<file path="config.mk">
export PLATFORM = sky130hd
export DESIGN_NAME = piso_tx_flat
export DESIGN_NICKNAME = d
export VERILOG_FILES = /design/src/rtl/piso_tx_if.sv /design/src/rtl/piso_tx.sv /design/src/flat_wrapper.sv
export SDC_FILE = /design/constraint.sdc
export NUM_CORES = 1
export LEC_CHECK = 0
export ABC_CLOCK_PERIOD_IN_PS = 2900
export CORE_AREA = 2 2 39 41
export CTS_CLUSTER_DIAMETER = 50
export DETAILED_ROUTE_END_ITERATION = 10
export DIE_AREA = 0 0 41 43
export SLEW_MARGIN = 40
export SYNTH_ARGS = -nofsm -noshare
export SYNTH_HDL_FRONTEND = slang
export SYNTH_SLANG_ARGS = --single-unit
</file>
<file path="constraint.sdc">
create_clock -name clock -period 2.9 [get_ports clock]
set_input_delay 0.29 -clock clock [delete_from_list [all_inputs] [get_ports clock]]
set_output_delay 0.29 -clock clock [all_outputs]
set_load 0.005 [all_outputs]
</file>
<file path="src/rtl/piso_tx_if.sv">
// piso_tx_if: parallel word handshake in, registered serial stream out
interface piso_tx_if #(parameter int WIDTH = 4);
  logic [WIDTH-1:0] din;
  logic din_valid;
  logic din_ready;
  logic dout;
  logic frame;
  logic par_flag;
  logic done;
  modport master (output din, din_valid, input din_ready, dout, frame, par_flag, done);
  modport slave (input din, din_valid, output din_ready, dout, frame, par_flag, done);
endinterface

</file>
<file path="src/rtl/piso_tx.sv">
// piso_tx: parallel-in serial-out transmitter with optional parity and gapless back-to-back words
module piso_tx #(
  parameter int WIDTH = 4,
  parameter bit MSB_FIRST = 1'b1,
  parameter bit PARITY_EN = 1'b0,
  parameter bit PARITY_ODD = 1'b0
) (
  input logic clock,
  input logic reset,
  piso_tx_if.slave bus
);
  localparam int CW = $clog2(WIDTH);
  localparam logic [CW-1:0] LAST = CW'(WIDTH - 1);
  typedef enum logic [1:0] {IDLE, SHIFT, PARITY} state_t;
  state_t state;
  logic [CW-1:0] cnt;
  logic [WIDTH-1:0] sh;
  logic par;
  logic take;
  // done marks the final serial cycle, which is exactly when a reload may happen
  assign bus.din_ready = state == IDLE || bus.done;
  assign take = bus.din_valid && bus.din_ready;
  always_ff @(posedge clock) begin
    if (reset) begin
      state <= IDLE;
      cnt <= '0;
      sh <= '0;
      par <= 1'b0;
      bus.dout <= 1'b0;
      bus.frame <= 1'b0;
      bus.par_flag <= 1'b0;
      bus.done <= 1'b0;
    end else if (take) begin
      state <= SHIFT;
      cnt <= '0;
      sh <= MSB_FIRST ? bus.din << 1 : bus.din >> 1;
      par <= ^bus.din ^ PARITY_ODD;
      bus.dout <= MSB_FIRST ? bus.din[WIDTH-1] : bus.din[0];
      bus.frame <= 1'b1;
      bus.par_flag <= 1'b0;
      bus.done <= 1'b0;
    end else if (state == SHIFT && cnt != LAST) begin
      cnt <= cnt + 1'b1;
      sh <= MSB_FIRST ? sh << 1 : sh >> 1;
      bus.dout <= MSB_FIRST ? sh[WIDTH-1] : sh[0];
      bus.done <= !PARITY_EN && cnt + 1'b1 == LAST;
    end else if (state == SHIFT && PARITY_EN) begin
      state <= PARITY;
      bus.dout <= par;
      bus.frame <= 1'b0;
      bus.par_flag <= 1'b1;
      bus.done <= 1'b1;
    end else begin
      state <= IDLE;
      bus.dout <= 1'b0;
      bus.frame <= 1'b0;
      bus.par_flag <= 1'b0;
      bus.done <= 1'b0;
    end
  end
endmodule

</file>
<file path="src/flat_wrapper.sv">
// flat-port wrapper written by rule: the top's interface ports become plain ports
module piso_tx_flat 
#(
  parameter int WIDTH = 4,
  parameter bit MSB_FIRST = 1'b1,
  parameter bit PARITY_EN = 1'b0,
  parameter bit PARITY_ODD = 1'b0
)
  (clock, reset, bus_din, bus_din_valid, bus_din_ready, bus_dout, bus_frame, bus_par_flag, bus_done);
  piso_tx_if #(.WIDTH(WIDTH)) bus_i ();
  input logic clock;
  input logic reset;
  input wire logic [$bits(bus_i.din)-1:0] bus_din;
  input wire logic [$bits(bus_i.din_valid)-1:0] bus_din_valid;
  output wire logic [$bits(bus_i.din_ready)-1:0] bus_din_ready;
  output wire logic [$bits(bus_i.dout)-1:0] bus_dout;
  output wire logic [$bits(bus_i.frame)-1:0] bus_frame;
  output wire logic [$bits(bus_i.par_flag)-1:0] bus_par_flag;
  output wire logic [$bits(bus_i.done)-1:0] bus_done;
  assign bus_i.din = bus_din;
  assign bus_i.din_valid = bus_din_valid;
  assign bus_din_ready = bus_i.din_ready;
  assign bus_dout = bus_i.dout;
  assign bus_frame = bus_i.frame;
  assign bus_par_flag = bus_i.par_flag;
  assign bus_done = bus_i.done;
  piso_tx #(.WIDTH(WIDTH), .MSB_FIRST(MSB_FIRST), .PARITY_EN(PARITY_EN), .PARITY_ODD(PARITY_ODD)) u_core (.clock(clock), .reset(reset), .bus(bus_i));
endmodule
</file>
After elaboration in Yosys (flattened, before gate mapping)
Index checks and enable logic that the tools add are counted.
{"block": "totals", "ff_bits": 9, "latch_bits": 0, "mem_bits_rw": 0, "mem_bits_ro": 0, "inputBits": 7, "output_inout_bits": 5, "word_cells": 26, "memories": 0}
{"block": "op_classes", "n_addsub": 1, "multipliers": 0, "div_mod_pow": 0, "order_cmp": 0, "n_eq_ne": 3, "n_shift": 0, "muxes": 8, "bitwise": 1, "reduce_logical": 7}
{"op": "4-bit two-way mux", "count": 2}
{"op": "1-bit two-way mux", "count": 6}
{"op": "3-bit OR reduction", "count": 1}
{"op": "2-bit by 1-bit adder with 2-bit output (second input constant)", "count": 1}
{"op": "2-bit equality test (second input constant)", "count": 1}
{"op": "1-bit logical AND", "count": 2}
{"op": "2-bit zero test", "count": 1}
{"op": "2-bit by 1-bit inequality test with 1-bit output (second input constant)", "count": 1}
{"op": "2-bit inequality test (second input constant)", "count": 1}
{"op": "2-bit nonzero test", "count": 1}
{"op": "2-bit OR reduction", "count": 1}
{"op": "1-bit logical OR", "count": 1}
{"op": "1-bit inverter", "count": 1}

Depth between registers and ports, before layout
Gate-level depths: netlist (run 1).
{"block": "depth", "word_depth": 4, "depth_mapped": 5, "mapped_depth_nobuf": 4}

Worst setup path before layout (run 1)
Ideal clock, no wire load.
{"block": "synth_timing", "path_type": "register to register", "start": "register u_core.cnt[1]", "end": "register u_core.cnt[1]", "setup_ns": 0.100, "arrival_time_ns": 1.095, "t_required_ns": 2.800, "slack_ns": 1.706, "path_stages_with_launch": 6, "n_path_buf": 1, "synth_period_minus_slack_ns": 1.194, "path_cell_list": "dfxtp_1 > ha_1 > nor2b_2 > buf_6 > nor2_4 > a2111oi_4"}
{"block": "synth_via", "elab_chain_cells": 2, "elab_cells_between_ends": 3, "classes_between": "add/sub: 1; eq/ne: 1; reduce/logical: 1"}
{"item": "start, declared", "line_no": "piso_tx.sv:16", "rtl": "logic [CW-1:0] cnt;"}
{"item": "start signal, assigned", "line_no": "piso_tx.sv:43", "rtl": "cnt <= cnt + 1'b1;"}
{"item": "branches (longest 2 deep; another with 2-bit by 1-bit adder with 2-bit output)"}
Several ways; the timed one is not identified.
A chain may end at the register's enable or synchronous reset.

==> results of run 1 <==
## how the worst max path moves through the flow
stage,from,to,slack [ns],cells after the start
4_1_cts,u_core.bus.frame,bus_din_ready,1.18,3
3_3_place_gp,u_core.bus.frame,bus_din_ready,1.49,3
6_report,u_core.bus.frame,bus_din_ready,1.19,3
2_1_floorplan,u_core.cnt[1],u_core.cnt[1],1.71,5
3_5_place_dp,u_core.bus.frame,bus_din_ready,1.46,3
5_1_grt,u_core.bus.frame,bus_din_ready,1.07,3
## report_power, final
group / switching, mW / total (mW) / internal (mW)
clock network: 0.0392 / 0.0866 / 0.0474
registers: 0.00476 / 0.122 / 0.117
logic: 0.0247 / 0.0509 / 0.0262
total: 0.0686 / 0.260 / 0.191
## per-layer routing
layer	GRT usage [%]	share of wire [%]
met1	13.3	43
met2	14.7	43
met3	3.14	7.8
met4	12.0	5.7
met5	0	0
## stage by stage
| stage | power, mW | setup slack [ns] | cell area, um2 | hold slack (ns) | util [%] |
|---|---|---|---|---|---|
| finish | 0.260 | 1.19 | 522 | 0.498 | 37.7 |
| global route | 0.274 | 1.07 | 522 | 0.526 | 37.7 |
| CTS | 0.263 | 1.18 | 522 | 0.497 | 37.7 |
| detailed placement | 0.176 | 1.46 | 499 | 0.488 | 36.1 |
| global placement | 0.175 | 1.49 | 499 | 0.483 | 36.1 |
| floorplan | 0.159 | 1.71 | 402 | 0.438 | - |
## state kept, by name, summed over array words and instances, names as in the netlist
name	count
u_core.bus.frame	1
u_core.sh	3
u_core.cnt	2
u_core.bus.done	1
u_core.bus.dout	1
## cells by family after synthesis
family,after synthesis,share of synthesized area [%]
AND/OR/NAND/NOR,17,23.7
AO/OA/AOI/OAI,8,18.7
flip-flops,8,39.9
buffers and inverters,6,8.41
adder cells (fa/ha/maj),2,6.23
XOR/XNOR,1,2.18
other,1,0.934
## cells in the final DEF (no fill, tap or decap), types with 2 or more instances in the layout
cell type,n
a21oi_1,3
a311oi_1,2
clkbuf_4,3
clkdlybuf4s50_1,10
dfxtp_1,8
ha_1,2
inv_1,2
nand2_1,6
nand3_1,2
nor2b_2,2
nor3_1,4
o211ai_1,2
## worst max-delay path, delay by kind of cell (launching register included)
kind | cells | cell delay [ns]
buffers and inverters | 2 | 0.53
flip-flops | 1 | 0.34
AND/OR/NAND/NOR | 1 | 0.29
## area by class of cell
type                       instances  area (um2)
multi-input combinational         29         208
tap                               16        20.0
inverter                           3        11.3
clock buffer                       3        22.5
fill                             157         862
timing repair buffer              10         100
sequential                         8         160
==> run_summary.xml, run 1 <==
<?xml version="1.0" encoding="UTF-8"?>
<metrics>
  <group name="timing">
    <metric name="fin_setup_tns" unit="ns">0</metric>
    <metric name="setup_violations" unit="">0</metric>
    <metric name="timing_hold_violations_final" unit="">0</metric>
    <metric name="rsz0062_at_grt" unit="">false</metric>
    <metric name="crit_share_post_route" unit="%">58.9</metric>
    <metric name="max_freq" unit="GHz">0.586</metric>
    <metric name="finalCriticalPeriod" unit="ns">1.71</metric>
    <metric name="fin_skew" unit="ns">0.000573</metric>
    <metric name="finalMaxSlewViolations" unit="">0</metric>
  </group>
  <group name="detailed_routing">
    <metric name="vias" unit="">318</metric>
    <metric name="post-route-drc-count" unit="">0</metric>
    <metric name="drt.antenna.violating_nets" unit="">0</metric>
    <metric name="wl_per_cell" unit="um">10.7</metric>
    <metric name="routed_wl" unit="um">740</metric>
    <metric name="drt_iter0_markers" unit="">4</metric>
    <metric name="routed_via_density" unit="">4.61</metric>
    <metric name="tritonroute_pass_1_iters" unit="">4</metric>
  </group>
  <group name="status">
    <metric name="status" unit="">finished clean</metric>
  </group>
  <group name="floorplan">
    <metric name="die_area" unit="mm2">0.00176</metric>
    <metric name="placementRows" unit="">14</metric>
    <metric name="die_wd" unit="um">41</metric>
    <metric name="design.portCount" unit="">12</metric>
    <metric name="core" unit="mm2">0.00138</metric>
    <metric name="fp.dieH" unit="um">43</metric>
    <metric name="initial_core_util" unit="%">29.0</metric>
  </group>
  <group name="clock_tree">
    <metric name="post_cts_resize_count" unit="">0</metric>
    <metric name="tritoncts.num_buffers" unit="">3</metric>
    <metric name="cts.reportedPaths.clkPinSlew" unit="ns">0.05</metric>
    <metric name="postCtsSetupBuffers" unit="">0</metric>
    <metric name="clock_tree.root_cell" unit="">clkbuf_4</metric>
    <metric name="clock_tree_from_tritoncts" unit="">built</metric>
    <metric name="clock_tree.htree_level_count" unit="">1</metric>
    <metric name="clk_latency" unit="ns">0.25</metric>
    <metric name="cts.sinks" unit="">8</metric>
    <metric name="number_of_buffers_on_the_longest_clock_path" unit="">2</metric>
    <metric name="hold_buf_cts" unit="">0</metric>
  </group>
  <group name="critical_path">
    <metric name="r2r-end" unit="">u_core.sh[2]</metric>
    <metric name="reg2reg_setup_slack" unit="ns">1.48</metric>
    <metric name="cp_max_fo" unit="">6</metric>
    <metric name="reg2reg_from" unit="">u_core.cnt[1]</metric>
    <metric name="crit_chain" unit="">nor2b_2, inv_2, clkdlybuf4s50_1</metric>
    <metric name="worst_r2r_path_depth" unit="">4</metric>
    <metric name="setup.worst_path.class" unit="">register to output port</metric>
    <metric name="critical_path_s_slowest_cell" unit="">clkdlybuf4s50_1</metric>
    <metric name="end_kind" unit="">output port</metric>
    <metric name="cp-start-kind" unit="">register</metric>
    <metric name="critical_path_arrival" unit="ns">1.42</metric>
    <metric name="required" unit="ns">2.61</metric>
    <metric name="timing.critical_path.slowest_cell_delay" unit="ns">0.45</metric>
  </group>
  <group name="global_routing">
    <metric name="global_route.usage.total" unit="%">11.3</metric>
    <metric name="number_of_global_route_vias_before_repair" unit="">310</metric>
    <metric name="first_pass_grt_wire_length" unit="um">1260</metric>
    <metric name="grt_max_degree" unit="">9</metric>
    <metric name="grt_overflow" unit="">0</metric>
    <metric name="antenna_found_initial" unit="">0</metric>
  </group>
  <group name="run">
    <metric name="max-cap-violations" unit="">0</metric>
  </group>
  <group name="synthesis">
    <metric name="synth_top_area_cell" unit="">dfxtp_1</metric>
    <metric name="synth.distinct_cells" unit="">20</metric>
    <metric name="synth_commonest_cells" unit="">8 x dfxtp_1, 6 x nand2_1, 4 x nor3_1</metric>
    <metric name="fraction_of_synthesis_flops_using_an_asynchronous_set_or_reset_pin" unit="%">0</metric>
    <metric name="syn_inst_count" unit="">43</metric>
    <metric name="synth_area_leaders" unit="">dfxtp_1 40%, a2111oi_4 6.9%, ha_1 6.2%</metric>
    <metric name="yosysMostFrequentCell" unit="">dfxtp_1</metric>
    <metric name="synthesis.area_per_instance" unit="um2">9.34</metric>
    <metric name="syn_area" unit="um2">402</metric>
    <metric name="synth-edff-count" unit="">0</metric>
    <metric name="yosys_synthesis_warning_count" unit="">0</metric>
    <metric name="flip_flop_and_latch_count_after_synthesis" unit="">8</metric>
    <metric name="synthDominantCellAreaShare" unit="%">39.9</metric>
    <metric name="seq_area_frac_synth" unit="%">39.9</metric>
    <metric name="synth_nets" unit="">52</metric>
    <metric name="synth-main-ff-cell" unit="">dfxtp_1</metric>
  </group>
  <group name="placed_design">
    <metric name="placed_wire_length_estimate" unit="um">557</metric>
    <metric name="placedCellCount" unit="">66</metric>
    <metric name="place_congestion" unit="">0.680</metric>
    <metric name="port-buffer-count" unit="">10</metric>
  </group>
  <group name="min_path">
    <metric name="hp-class" unit="">register to register</metric>
    <metric name="hold_end" unit="">u_core.sh[3]</metric>
    <metric name="holdCritStartpoint" unit="">u_core.sh[2]</metric>
    <metric name="whs_path_depth" unit="">2</metric>
  </group>
  <group name="power">
    <metric name="power-per-cell-area" unit="mW/mm2">498</metric>
    <metric name="vdd_ir_drop_max" unit="mV">0.208</metric>
    <metric name="p_leak" unit="nW">0.189</metric>
  </group>
  <group name="cells_and_area">
    <metric name="nets" unit="">64</metric>
    <metric name="insertedDiodeCount" unit="">0</metric>
    <metric name="area_delta_synth_final" unit="%">29.9</metric>
    <metric name="layoutNonFillerInstCount" unit="">69</metric>
    <metric name="drive_gt1_share" unit="%">17.0</metric>
  </group>
</metrics>
No activity file was read; power rests on OpenSTA's default activity.
==> run 2, diff against run 1 <==
--- a/config.mk
+++ b/config.mk
@@ -5,7 +5,7 @@
 export SDC_FILE = /design/constraint.sdc
 export NUM_CORES = 1
 export LEC_CHECK = 0
-export ABC_CLOCK_PERIOD_IN_PS = 2900
+export ABC_CLOCK_PERIOD_IN_PS = 1550
 export CORE_AREA = 2 2 39 41
 export CTS_CLUSTER_DIAMETER = 50
 export DETAILED_ROUTE_END_ITERATION = 10
==> constraint.sdc (replaced) <==
create_clock -name clock -period 1.55 [get_ports clock]
set_input_delay 0.155 -clock clock [delete_from_list [all_inputs] [get_ports clock]]
set_output_delay 0.155 -clock clock [all_outputs]
set_load 0.005 [all_outputs]
==> run_summary.xml, run 2 (synthesis results as in run 1) <==
<?xml version="1.0" encoding="UTF-8"?>
<metrics>
  <group name="critical_path">
    <metric name="reg2reg_from" unit="">u_core.cnt[0]</metric>
    <metric name="r2r-end" unit="">u_core.cnt[1]</metric>
    <metric name="reg2reg_setup_slack" unit="ns">0.20</metric>
    <metric name="cp-start-kind" unit="">register</metric>
    <metric name="worst_r2r_path_depth" unit="">5</metric>
    <metric name="setup.worst_path.class" unit="">register to output port</metric>
    <metric name="critical_path_arrival" unit="ns">1.31</metric>
    <metric name="end_kind" unit="">output port</metric>
    <metric name="cp_max_fo" unit="">4</metric>
    <metric name="required" unit="ns">1.39</metric>
  </group>
  <group name="clock_tree">
    <metric name="clock_tree_from_tritoncts" unit="">built</metric>
    <metric name="clock_tree.htree_level_count" unit="">1</metric>
    <metric name="postCtsSetupBuffers" unit="">0</metric>
    <metric name="cts.reportedPaths.clkPinSlew" unit="ns">0.05</metric>
    <metric name="clock_tree.root_cell" unit="">clkbuf_4</metric>
    <metric name="number_of_buffers_on_the_longest_clock_path" unit="">2</metric>
    <metric name="post_cts_resize_count" unit="">0</metric>
    <metric name="clk_latency" unit="ns">0.25</metric>
    <metric name="cts.sinks" unit="">8</metric>
    <metric name="hold_buf_cts" unit="">0</metric>
    <metric name="tritoncts.num_buffers" unit="">3</metric>
  </group>
  <group name="detailed_routing">
    <metric name="tritonroute_pass_1_iters" unit="">2</metric>
    <metric name="routed_via_density" unit="">4.62</metric>
    <metric name="post-route-drc-count" unit="">0</metric>
    <metric name="drt_iter0_markers" unit="">5</metric>
    <metric name="drt.antenna.violating_nets" unit="">0</metric>
    <metric name="vias" unit="">328</metric>
    <metric name="wl_per_cell" unit="um">10.2</metric>
    <metric name="routed_wl" unit="um">725</metric>
  </group>
  <group name="power">
    <metric name="intPower" unit="mW">0.362</metric>
    <metric name="power_frac_comb" unit="%">20.8</metric>
    <metric name="clock_power_share" unit="%">32.0</metric>
    <metric name="p_leak" unit="nW">0.200</metric>
    <metric name="total_power" unit="mW">0.485</metric>
    <metric name="power-per-cell-area" unit="mW/mm2">904</metric>
    <metric name="power_switching_share" unit="%">25.3</metric>
    <metric name="vdd_ir_drop_max" unit="mV">0.292</metric>
    <metric name="switchingPower" unit="mW">0.123</metric>
    <metric name="power.share.sequential" unit="%">47.2</metric>
  </group>
  <group name="cells_and_area">
    <metric name="multiInputGateArea" unit="um2">208</metric>
    <metric name="drive_gt1_share" unit="%">20.0</metric>
    <metric name="insertedDiodeCount" unit="">0</metric>
    <metric name="area_delta_synth_final" unit="%">33.6</metric>
    <metric name="ff_latch_area" unit="um2">160</metric>
    <metric name="final_common_cell" unit="">clkdlybuf4s50_1</metric>
    <metric name="largest_reg_flops" unit="">3</metric>
    <metric name="final_core_util" unit="%">38.8</metric>
    <metric name="layoutNonFillerInstCount" unit="">71</metric>
    <metric name="nets" unit="">66</metric>
    <metric name="reg.largest.list" unit="">u_core.sh: 3 flops, u_core.cnt: 2 flops</metric>
    <metric name="layout.cells.most_common_list" unit="">10 x clkdlybuf4s50_1, 8 x dfxtp_1, 6 x nand2_1, 4 x nor3_1</metric>
    <metric name="largest_register" unit="">u_core.sh</metric>
    <metric name="nFillCells" unit="">151</metric>
  </group>
  <group name="placed_design">
    <metric name="placedCellCount" unit="">68</metric>
    <metric name="place_congestion" unit="">0.674</metric>
    <metric name="placed_wire_length_estimate" unit="um">557</metric>
    <metric name="port-buffer-count" unit="">10</metric>
    <metric name="place_ws" unit="ns">0.201</metric>
  </group>
  <group name="global_routing">
    <metric name="number_of_global_route_vias_before_repair" unit="">297</metric>
    <metric name="global_route.usage.total" unit="%">10.6</metric>
    <metric name="antenna_found_initial" unit="">0</metric>
    <metric name="grt_overflow" unit="">0</metric>
    <metric name="first_pass_grt_wire_length" unit="um">1190</metric>
    <metric name="grt_max_degree" unit="">9</metric>
  </group>
  <group name="floorplan">
    <metric name="initial_core_util" unit="%">29.0</metric>
    <metric name="die_area" unit="mm2">0.00176</metric>
    <metric name="placementRows" unit="">14</metric>
    <metric name="die_wd" unit="um">41</metric>
    <metric name="design.portCount" unit="">12</metric>
    <metric name="fp.dieH" unit="um">43</metric>
    <metric name="core" unit="mm2">0.00138</metric>
  </group>
  <group name="min_path">
    <metric name="hp-class" unit="">register to register</metric>
    <metric name="holdCritStartpoint" unit="">u_core.sh[1]</metric>
    <metric name="whs_path_depth" unit="">2</metric>
    <metric name="hold_end" unit="">u_core.sh[2]</metric>
  </group>
  <group name="timing">
    <metric name="max_freq" unit="GHz">0.684</metric>
    <metric name="timing_hold_violations_final" unit="">0</metric>
    <metric name="timing.final.ws_setup" unit="ns">0.0880</metric>
    <metric name="fin_skew" unit="ns">0.00545</metric>
    <metric name="setup_violations" unit="">0</metric>
    <metric name="fin_setup_tns" unit="ns">0</metric>
    <metric name="crit_share_post_route" unit="%">94.3</metric>
    <metric name="finalCriticalPeriod" unit="ns">1.46</metric>
    <metric name="rsz0062_at_grt" unit="">false</metric>
    <metric name="finalMaxSlewViolations" unit="">0</metric>
  </group>
  <group name="status">
    <metric name="status" unit="">finished clean</metric>
  </group>
  <group name="run">
    <metric name="max-cap-violations" unit="">0</metric>
  </group>
</metrics>
==> run 2: cell types whose count changed in the layout (fill, tap and decap cells not counted), sizes merged <==
cell / delta
buf: +2
==> run 2: worst max path at each step <==
stage | start | to | slack (ns) | cells after the start
final | u_core.bus.frame | bus_din_ready | 0.09 | 3
after global routing | u_core.bus.frame | bus_din_ready | 0.02 | 3
after CTS | u_core.bus.frame | bus_din_ready | 0.06 | 3
after detailed placement | u_core.cnt[1] | u_core.cnt[1] | 0.20 | 5
after global placement | u_core.cnt[1] | u_core.cnt[1] | 0.23 | 5
after floorplan | u_core.cnt[1] | u_core.cnt[1] | 0.36 | 5
==> run 2: power groups by stage <==
stage / sequential [mW] / clock [mW] / combinational [mW]
floorplan: 0.232 / 0 / 0.0655
global placement: 0.233 / 0 / 0.102
detailed placement: 0.233 / 0 / 0.102
CTS: 0.229 / 0.164 / 0.103
global route: 0.231 / 0.173 / 0.112
finish: 0.229 / 0.156 / 0.101
==> run 2: per-layer routing <==
metal / wire, um / vias to the layer above / global-route usage [%]
li1: - / 171 / -
met1: 334 / 143 / 12.9
met4: 12 / 0 / 10.0
met5: 0 / - / 0
met2: 325 / 12 / 13.8
met3: 52 / 2 / 3.14
==> run 2: layout make-up <==
cell class / count / share of cell area, %
multi-input combinational: 29 / 38.7
clock buffer: 3 / 4.20
sequential: 8 / 29.8
tap: 16 / 3.73
inverter: 3 / 2.10
timing repair buffer: 12 / 21.4
==> run 2: per-stage QoR <==
stage          area (um2)  hold WS (ns)
3_3_place_gp          514         0.486
2_1_floorplan         402         0.303
3_5_place_dp          514         0.488
4_1_cts               537         0.487
5_1_grt               537         0.514
6_report              537         0.486
==> run 2: worst max-delay path, stage by stage (launching register included) <==
cell and delay, ns:
dfxtp_1 0.32, nor2b_2 0.17, inv_2 0.07, clkdlybuf4s50_1 0.50
==> run 3, diff against run 2 <==
--- a/config.mk
+++ b/config.mk
@@ -6,10 +6,10 @@
 export NUM_CORES = 1
 export LEC_CHECK = 0
 export ABC_CLOCK_PERIOD_IN_PS = 1550
-export CORE_AREA = 2 2 39 41
+export CORE_AREA = 4 4 41 43
 export CTS_CLUSTER_DIAMETER = 50
 export DETAILED_ROUTE_END_ITERATION = 10
-export DIE_AREA = 0 0 41 43
+export DIE_AREA = 0 0 45 47
 export SLEW_MARGIN = 40
 export SYNTH_ARGS = -nofsm -noshare
 export SYNTH_HDL_FRONTEND = slang
==> run_summary.xml, run 3 (synthesis results as in run 1) <==
<?xml version="1.0" encoding="UTF-8"?>
<metrics>
  <group name="critical_path">
    <metric name="cp_max_fo" unit="">4</metric>
    <metric name="crit_chain" unit="">nor2b_2, inv_2, clkdlybuf4s50_1</metric>
    <metric name="critical_path_arrival" unit="ns">1.30</metric>
    <metric name="worst_r2r_path_depth" unit="">5</metric>
    <metric name="reg2reg_setup_slack" unit="ns">0.21</metric>
    <metric name="end_kind" unit="">output port</metric>
    <metric name="timing.critical_path.slowest_cell_delay" unit="ns">0.49</metric>
    <metric name="cp-start-kind" unit="">register</metric>
    <metric name="critical_path_s_slowest_cell" unit="">clkdlybuf4s50_1</metric>
    <metric name="required" unit="ns">1.39</metric>
    <metric name="reg2reg_from" unit="">u_core.cnt[1]</metric>
    <metric name="setup.worst_path.class" unit="">register to output port</metric>
    <metric name="r2r-end" unit="">u_core.cnt[1]</metric>
  </group>
  <group name="placed_design">
    <metric name="port-buffer-count" unit="">10</metric>
    <metric name="placed_wire_length_estimate" unit="um">585</metric>
    <metric name="place_congestion" unit="">0.785</metric>
  </group>
  <group name="floorplan">
    <metric name="initial_core_util" unit="%">30.9</metric>
    <metric name="placementRows" unit="">13</metric>
    <metric name="die_wd" unit="um">45</metric>
    <metric name="design.portCount" unit="">12</metric>
    <metric name="fp.dieH" unit="um">47</metric>
    <metric name="core" unit="mm2">0.00130</metric>
    <metric name="die_area" unit="mm2">0.00212</metric>
  </group>
  <group name="cells_and_area">
    <metric name="final_core_util" unit="%">41.2</metric>
    <metric name="layout.cells.most_common_list" unit="">10 x clkdlybuf4s50_1, 8 x dfxtp_1, 6 x nand2_1, 4 x nor3_1</metric>
    <metric name="area_delta_synth_final" unit="%">33.3</metric>
    <metric name="drive_gt1_share" unit="%">20.0</metric>
    <metric name="insertedDiodeCount" unit="">0</metric>
    <metric name="nFillCells" unit="">131</metric>
    <metric name="largest_register" unit="">u_core.sh</metric>
    <metric name="final_common_cell" unit="">clkdlybuf4s50_1</metric>
    <metric name="reg.largest.list" unit="">u_core.sh: 3 flops, u_core.cnt: 2 flops</metric>
    <metric name="nets" unit="">66</metric>
    <metric name="largest_reg_flops" unit="">3</metric>
  </group>
  <group name="min_path">
    <metric name="hp-class" unit="">input pin to register</metric>
    <metric name="holdCritStartpoint" unit="">bus_din[3]</metric>
    <metric name="whs_path_depth" unit="">3</metric>
    <metric name="hold_end" unit="">u_core.bus.dout</metric>
  </group>
  <group name="global_routing">
    <metric name="antenna_found_initial" unit="">0</metric>
    <metric name="global_route.usage.total" unit="%">8.24</metric>
    <metric name="grt_max_degree" unit="">9</metric>
    <metric name="number_of_global_route_vias_before_repair" unit="">264</metric>
    <metric name="first_pass_grt_wire_length" unit="um">1170</metric>
    <metric name="grt_overflow" unit="">0</metric>
  </group>
  <group name="timing">
    <metric name="finalMaxSlewViolations" unit="">0</metric>
    <metric name="max_freq" unit="GHz">0.688</metric>
    <metric name="fin_setup_tns" unit="ns">0</metric>
    <metric name="fin_skew" unit="ns">0.00351</metric>
    <metric name="timing_hold_violations_final" unit="">0</metric>
    <metric name="crit_share_post_route" unit="%">93.8</metric>
    <metric name="finalCriticalPeriod" unit="ns">1.45</metric>
    <metric name="setup_violations" unit="">0</metric>
    <metric name="rsz0062_at_grt" unit="">false</metric>
  </group>
  <group name="detailed_routing">
    <metric name="tritonroute_pass_1_iters" unit="">4</metric>
    <metric name="post-route-drc-count" unit="">0</metric>
    <metric name="wl_per_cell" unit="um">10.6</metric>
    <metric name="drt.antenna.violating_nets" unit="">0</metric>
    <metric name="routed_via_density" unit="">4.74</metric>
    <metric name="drt_iter0_markers" unit="">3</metric>
    <metric name="routed_wl" unit="um">740</metric>
    <metric name="vias" unit="">332</metric>
  </group>
  <group name="clock_tree">
    <metric name="clock_tree.root_cell" unit="">clkbuf_4</metric>
    <metric name="postCtsSetupBuffers" unit="">0</metric>
    <metric name="clk_latency" unit="ns">0.25</metric>
    <metric name="cts.reportedPaths.clkPinSlew" unit="ns">0.05</metric>
    <metric name="number_of_buffers_on_the_longest_clock_path" unit="">2</metric>
    <metric name="clock_tree.htree_level_count" unit="">1</metric>
    <metric name="cts.sinks" unit="">8</metric>
    <metric name="clock_tree_from_tritoncts" unit="">built</metric>
    <metric name="tritoncts.num_buffers" unit="">3</metric>
    <metric name="hold_buf_cts" unit="">0</metric>
    <metric name="post_cts_resize_count" unit="">0</metric>
  </group>
  <group name="power">
    <metric name="p_leak" unit="nW">0.200</metric>
    <metric name="power-per-cell-area" unit="mW/mm2">903</metric>
    <metric name="vdd_ir_drop_max" unit="mV">0.564</metric>
  </group>
  <group name="status">
    <metric name="status" unit="">finished clean</metric>
  </group>
  <group name="run">
    <metric name="max-cap-violations" unit="">0</metric>
  </group>
</metrics>
-- run 3: layout make-up --
type | count | area, um2 | area share (%)
repair buffers | 12 | 115 | 21.5
multi-input cells | 29 | 208 | 38.8
clock buffers | 3 | 22.5 | 4.21
inverters | 3 | 11.3 | 2.10
well taps | 15 | 18.8 | 3.50
flip-flops and latches | 8 | 160 | 29.9
-- run 3: metal layers --
layer	global-route usage (%)	vias up	wire length, um
met3	5.75	5	64
met5	0	-	0
met1	9.63	147	294
li1	-	171	-
met2	10.7	9	366
met4	5.26	0	15
-- run 3: worst max-delay path by stage --
stage	start	endpoint	slack [ns]
finish	u_core.bus.frame	bus_din_ready	0.1
global route	u_core.bus.frame	bus_din_ready	0.01
CTS	u_core.bus.frame	bus_din_ready	0.07
detailed placement	u_core.cnt[1]	u_core.cnt[1]	0.22
global placement	u_core.cnt[1]	u_core.cnt[1]	0.25
floorplan	u_core.cnt[1]	u_core.cnt[1]	0.36
-- run 3: critical path: cells and delay by family (launching register included) --
family        cells  cell delay (ns)
simple gates      1             0.16
flops             1             0.32
buf+inv           2             0.56
-- run 3: power breakdown --
| part | switching [mW] | internal [mW] | total, mW |
|---|---|---|---|
| clock network | 0.0658 | 0.0882 | 0.154 |
| logic | 0.0464 | 0.0543 | 0.101 |
| registers | 0.00909 | 0.220 | 0.229 |
| total | 0.121 | 0.362 | 0.484 |
-- run 3: stage by stage --
step	cells	area, um2	hold slack [ns]	setup WS (ns)	total power, mW
after floorplan	43	402	0.303	0.356	0.297
after global placement	67	513	0.486	0.246	0.335
after detailed placement	67	513	0.482	0.224	0.334
after CTS	70	536	0.475	0.0746	0.494
after global routing	70	536	0.488	0.0140	0.523
final	70	536	0.477	0.0961	0.484
==> edit 1 (config.mk and constraints of run 2) <==
Encoding of `state_t`: now one-hot (3 bits for 3 states).
--- a/src/rtl/piso_tx.sv
+++ b/src/rtl/piso_tx.sv
@@ -13,3 +13,3 @@
   localparam logic [CW-1:0] LAST = CW'(WIDTH - 1);
-  typedef enum logic [1:0] {IDLE, SHIFT, PARITY} state_t;
+  typedef enum logic [2:0] {IDLE = 3'b001, SHIFT = 3'b010, PARITY = 3'b100} state_t;
   state_t state;
Formal check against the unedited RTL: no difference found for any inputs over 10 cycles, from zero or initial values and one cycle with reset high; not proved beyond that.
==> edit 1 against run 2 <==
Global-route usage is 0.30 points higher. Largest cell class unchanged. Area after synthesis is 1.9% lower. Maximum frequency is 2.0% higher. Critical path type unchanged. Critical endpoint unchanged. Highest routed layer unchanged. Routed wire length is 7.3% lower. Total power is 2.6% higher. Sequential cell count is 1 higher. Worst setup slack better by 29 ps. Cell area is 0.93% higher.
==> edit 1: results <==
export IMPL_status="finished clean"
export IMPL_fillers=141
export IMPL_grt_util_met1_pct=13.9
export IMPL_dp_cells=69
export IMPL_cts_resized=2
export IMPL_drt_initial_drc_count=3
export IMPL_synthTopCellsByArea="dfxtp_1, nand2_1, ha_1"
export IMPL_cellLeakagePower_nw=0.211
export IMPL_grt_first_pass_wirelength_um=1230
export IMPL_grt_pass1_vias=288
export IMPL_gp_congestion=0.695
export IMPL_synth_commonest_cells="dfxtp_1, nand2_1, nor2_1"
export IMPL_synth_seq_area_share_pct=45.7
export IMPL_layout_drive_gt1_share_pct=15.8
export IMPL_path_max_fanout=3
export IMPL_r2r_end="u_core.state[0]"
export IMPL_finalNetCount=67
export IMPL_hold_path_class="in -> reg"
export IMPL_grt_util_met3_pct=7.85
export IMPL_synth_cell_types=21
export IMPL_post_drt_wl_per_cell_um=9.21
export IMPL_vias_per_cell=4.40
export IMPL_peakVddDrop_mv=0.583
export IMPL_routed_wl_um=672
export IMPL_powerComb_mw=0.0702
export IMPL_slowest_stage="dfxtp_1"
export IMPL_max_stage_delay_ps=320
export IMPL_syn_nets=52
export IMPL_p_seq_mw=0.251
export IMPL_crit_family="simple AND/OR/NAND/NOR gates"
export IMPL_grt_use_total_pct=10.9
export IMPL_finClkSkew_ps=7.70
export IMPL_crit_start="u_core.state[0]"
export IMPL_dr_pass1_iters=4
export IMPL_clock_latency_ps=260
export IMPL_switchingPower_mw=0.115
export IMPL_r2r_cells=3
export IMPL_critPathArrivalTime_ps=1280
## edit 1: cell types whose count changed after synthesis, sizes merged, moves of 2 or more
cell	run 2	this run
nor2	2	5
buf	3	1
nor3	4	0
o211ai	2	0
## edit 1: stage by stage
stage | total power [mW] | setup WS (ps)
6_report | 0.498 | 117
5_1_grt | 0.538 | 31.3
4_1_cts | 0.506 | 102
3_5_place_dp | 0.328 | 165
3_3_place_gp | 0.328 | 174
2_1_floorplan | 0.293 | 306
## edit 1: final cells by class
class | instances | area, µm² | share of cell area, %
Inverter | 2 | 7.51 | 1.39
Multi-Input combinational cell | 31 | 201 | 37.2
Tap cell | 16 | 20.0 | 3.70
Sequential cell | 9 | 180 | 33.3
Timing Repair Buffer | 11 | 106 | 19.6
Clock buffer | 4 | 26.3 | 4.85
## edit 1: how the worst min path moves through the flow
| stage | end | startpoint | slack (ps) | cells past startpoint |
|---|---|---|---|---|
| after floorplan | u_core.sh[1] | reset | 220 | 1 |
| after global placement | u_core.sh[1] | u_core.sh[1] | 460 | 2 |
| after detailed placement | u_core.sh[1] | u_core.sh[1] | 460 | 2 |
| after CTS | u_core.sh[1] | bus_din[0] | 470 | 3 |
| after global routing | u_core.sh[1] | u_core.sh[1] | 500 | 2 |
| final | u_core.sh[1] | bus_din[0] | 470 | 3 |
## edit 1: layer usage
layer / part of all wire, % / vias up
met3: 9.4 / 2
met1: 49 / 134
met5: 0 / -
met4: 1.0 / 0
li1: - / 174
met2: 40 / 11
## edit 1: logic make-up after synthesis
logic type / count (synthesis) / synth area share [%]
AO/OA/AOI/OAI: 7 / 14.9
adder cells (fa/ha/maj): 2 / 6.35
buffers and inverters: 3 / 3.81
flip-flops: 9 / 45.7
multiplexers: 1 / 2.54
other: 1 / 0.951
AND/OR/NAND/NOR: 20 / 25.7
==> edit 2 (config.mk and constraints of run 2) <==
Made on the original files. `WIDTH` is set to 4 in 3 places; all go to 8.
--- a/src/rtl/piso_tx_if.sv
+++ b/src/rtl/piso_tx_if.sv
@@ -1,3 +1,3 @@
 // piso_tx_if: parallel word handshake in, registered serial stream out
-interface piso_tx_if #(parameter int WIDTH = 4);
+interface piso_tx_if #(parameter int WIDTH = 8);
   logic [WIDTH-1:0] din;
--- a/src/rtl/piso_tx.sv
+++ b/src/rtl/piso_tx.sv
@@ -2,3 +2,3 @@
 module piso_tx #(
-  parameter int WIDTH = 4,
+  parameter int WIDTH = 8,
   parameter bit MSB_FIRST = 1'b1,
--- a/src/flat_wrapper.sv
+++ b/src/flat_wrapper.sv
@@ -3,3 +3,3 @@
 #(
-  parameter int WIDTH = 4,
+  parameter int WIDTH = 8,
   parameter bit MSB_FIRST = 1'b1,
Ports: changed (resized bus_din); port bits go from 12 to 16. No check against the original RTL was run, so the function may have changed too.
==> edit 2 against run 2 <==
Sequential cell count grew 5. Total power grew 54%. Cell area grew 62%. Clock skew shrank 2.0 ps. Routed wire length grew 94%. Worst setup slack gained 11 ps. Cell count grew 48%. Area after synthesis grew 64%. Critical endpoint is now u_core.cnt[0].
==> edit 2: results <==
export IMPL_r2r_cells=6
export IMPL_synth_cell_types=23
export IMPL_dr_pass1_iters=4
export IMPL_grt_pass1_vias=532
export IMPL_path_max_fanout=5
export IMPL_top_regs="u_core.sh x7, u_core.cnt x3"
export IMPL_whs_path_depth=3
export IMPL_grt_first_pass_wirelength_um=2350
export IMPL_min_period_ps=1450
export IMPL_gp_congestion=0.722
export IMPL_syn_nets=83
export IMPL_crit_family="adder cells"
export IMPL_via_count=577
export IMPL_hold_path_class="in -> reg"
export IMPL_p_seq_share_pct=49.7
export IMPL_dp_slack_ps=31.3
export IMPL_post_dp_hpwl_um=985
export IMPL_layout_drive_gt1_share_pct=27.0
export IMPL_routed_wl_um=1410
export IMPL_peakVddDrop_mv=0.487
export IMPL_synth_seq_area_share_pct=39.5
export IMPL_p_seq_mw=0.372
export IMPL_status="finished clean"
export IMPL_max_stage_delay_ps=340
export IMPL_vias_per_cell=5.50
export IMPL_finClkSkew_ps=3.40
export IMPL_drt_initial_drc_count=6
export IMPL_cts_clk_slew_worst_paths_ps=80
## edit 2: area by class of cell
class	count	area share (%)
Multi-Input combinational cell	49	40.5
Inverter	3	1.87
Sequential cell	13	30.7
Clock buffer	4	3.03
Timing Repair Buffer	20	21.6
Tap cell	16	2.31
## edit 2: metrics by stage
step,instance area (µm²),hold WS [ps]
floorplan,658,227
detailed placement,815,478
finish,868,451
CTS,842,452
global route,868,465
global placement,815,476
## edit 2: worst reg2reg max path: stages (launching register included)
cell and delay, ps:
dfxtp_2 340, ha_1 210, ha_2 210, nor2b_2 250, buf_4 160, xnor2_1 110
nor3_1 60
## edit 2: metal layers
metal,track usage (%),part of all wire [%],wire length (µm),vias up
met2,28.1,48,674,12
li1,-,-,-,284
met4,8.00,1.1,16,0
met1,28.1,48,670,279
met3,4.71,3.2,45,2
met5,0,0,0,-
## edit 2: kinds of logic after synthesis
family,synth area share (%)
flip-flops,39.5
other,0.570
adder cells (fa/ha/maj),5.70
XOR/XNOR,1.33
AO/OA/AOI/OAI,18.6
AND/OR/NAND/NOR,24.0
multiplexers,1.52
buffers and inverters,8.74
## edit 2: worst max path at each step
stage	startpoint	slack, ps	cells after the start	to
floorplan	u_core.cnt[0]	210	6	u_core.sh[3]
global placement	u_core.cnt[0]	80	5	u_core.cnt[1]
detailed placement	u_core.cnt[0]	30	5	u_core.cnt[1]
CTS	u_core.cnt[0]	6	5	u_core.cnt[1]
global route	u_core.cnt[0]	-5	6	u_core.sh[7]
finish	u_core.cnt[0]	100	6	u_core.cnt[0]
## edit 2: timing repair
| item | in CTS | in global routing |
|---|---|---|
| endpoints found under the setup margin | 1 | 6 |
| resized for setup | 1 | 5 |
| setup buffers | 0 | 1 |
| gates cloned | 0 | 1 |
| endpoints found under the hold margin | 0 | 0 |
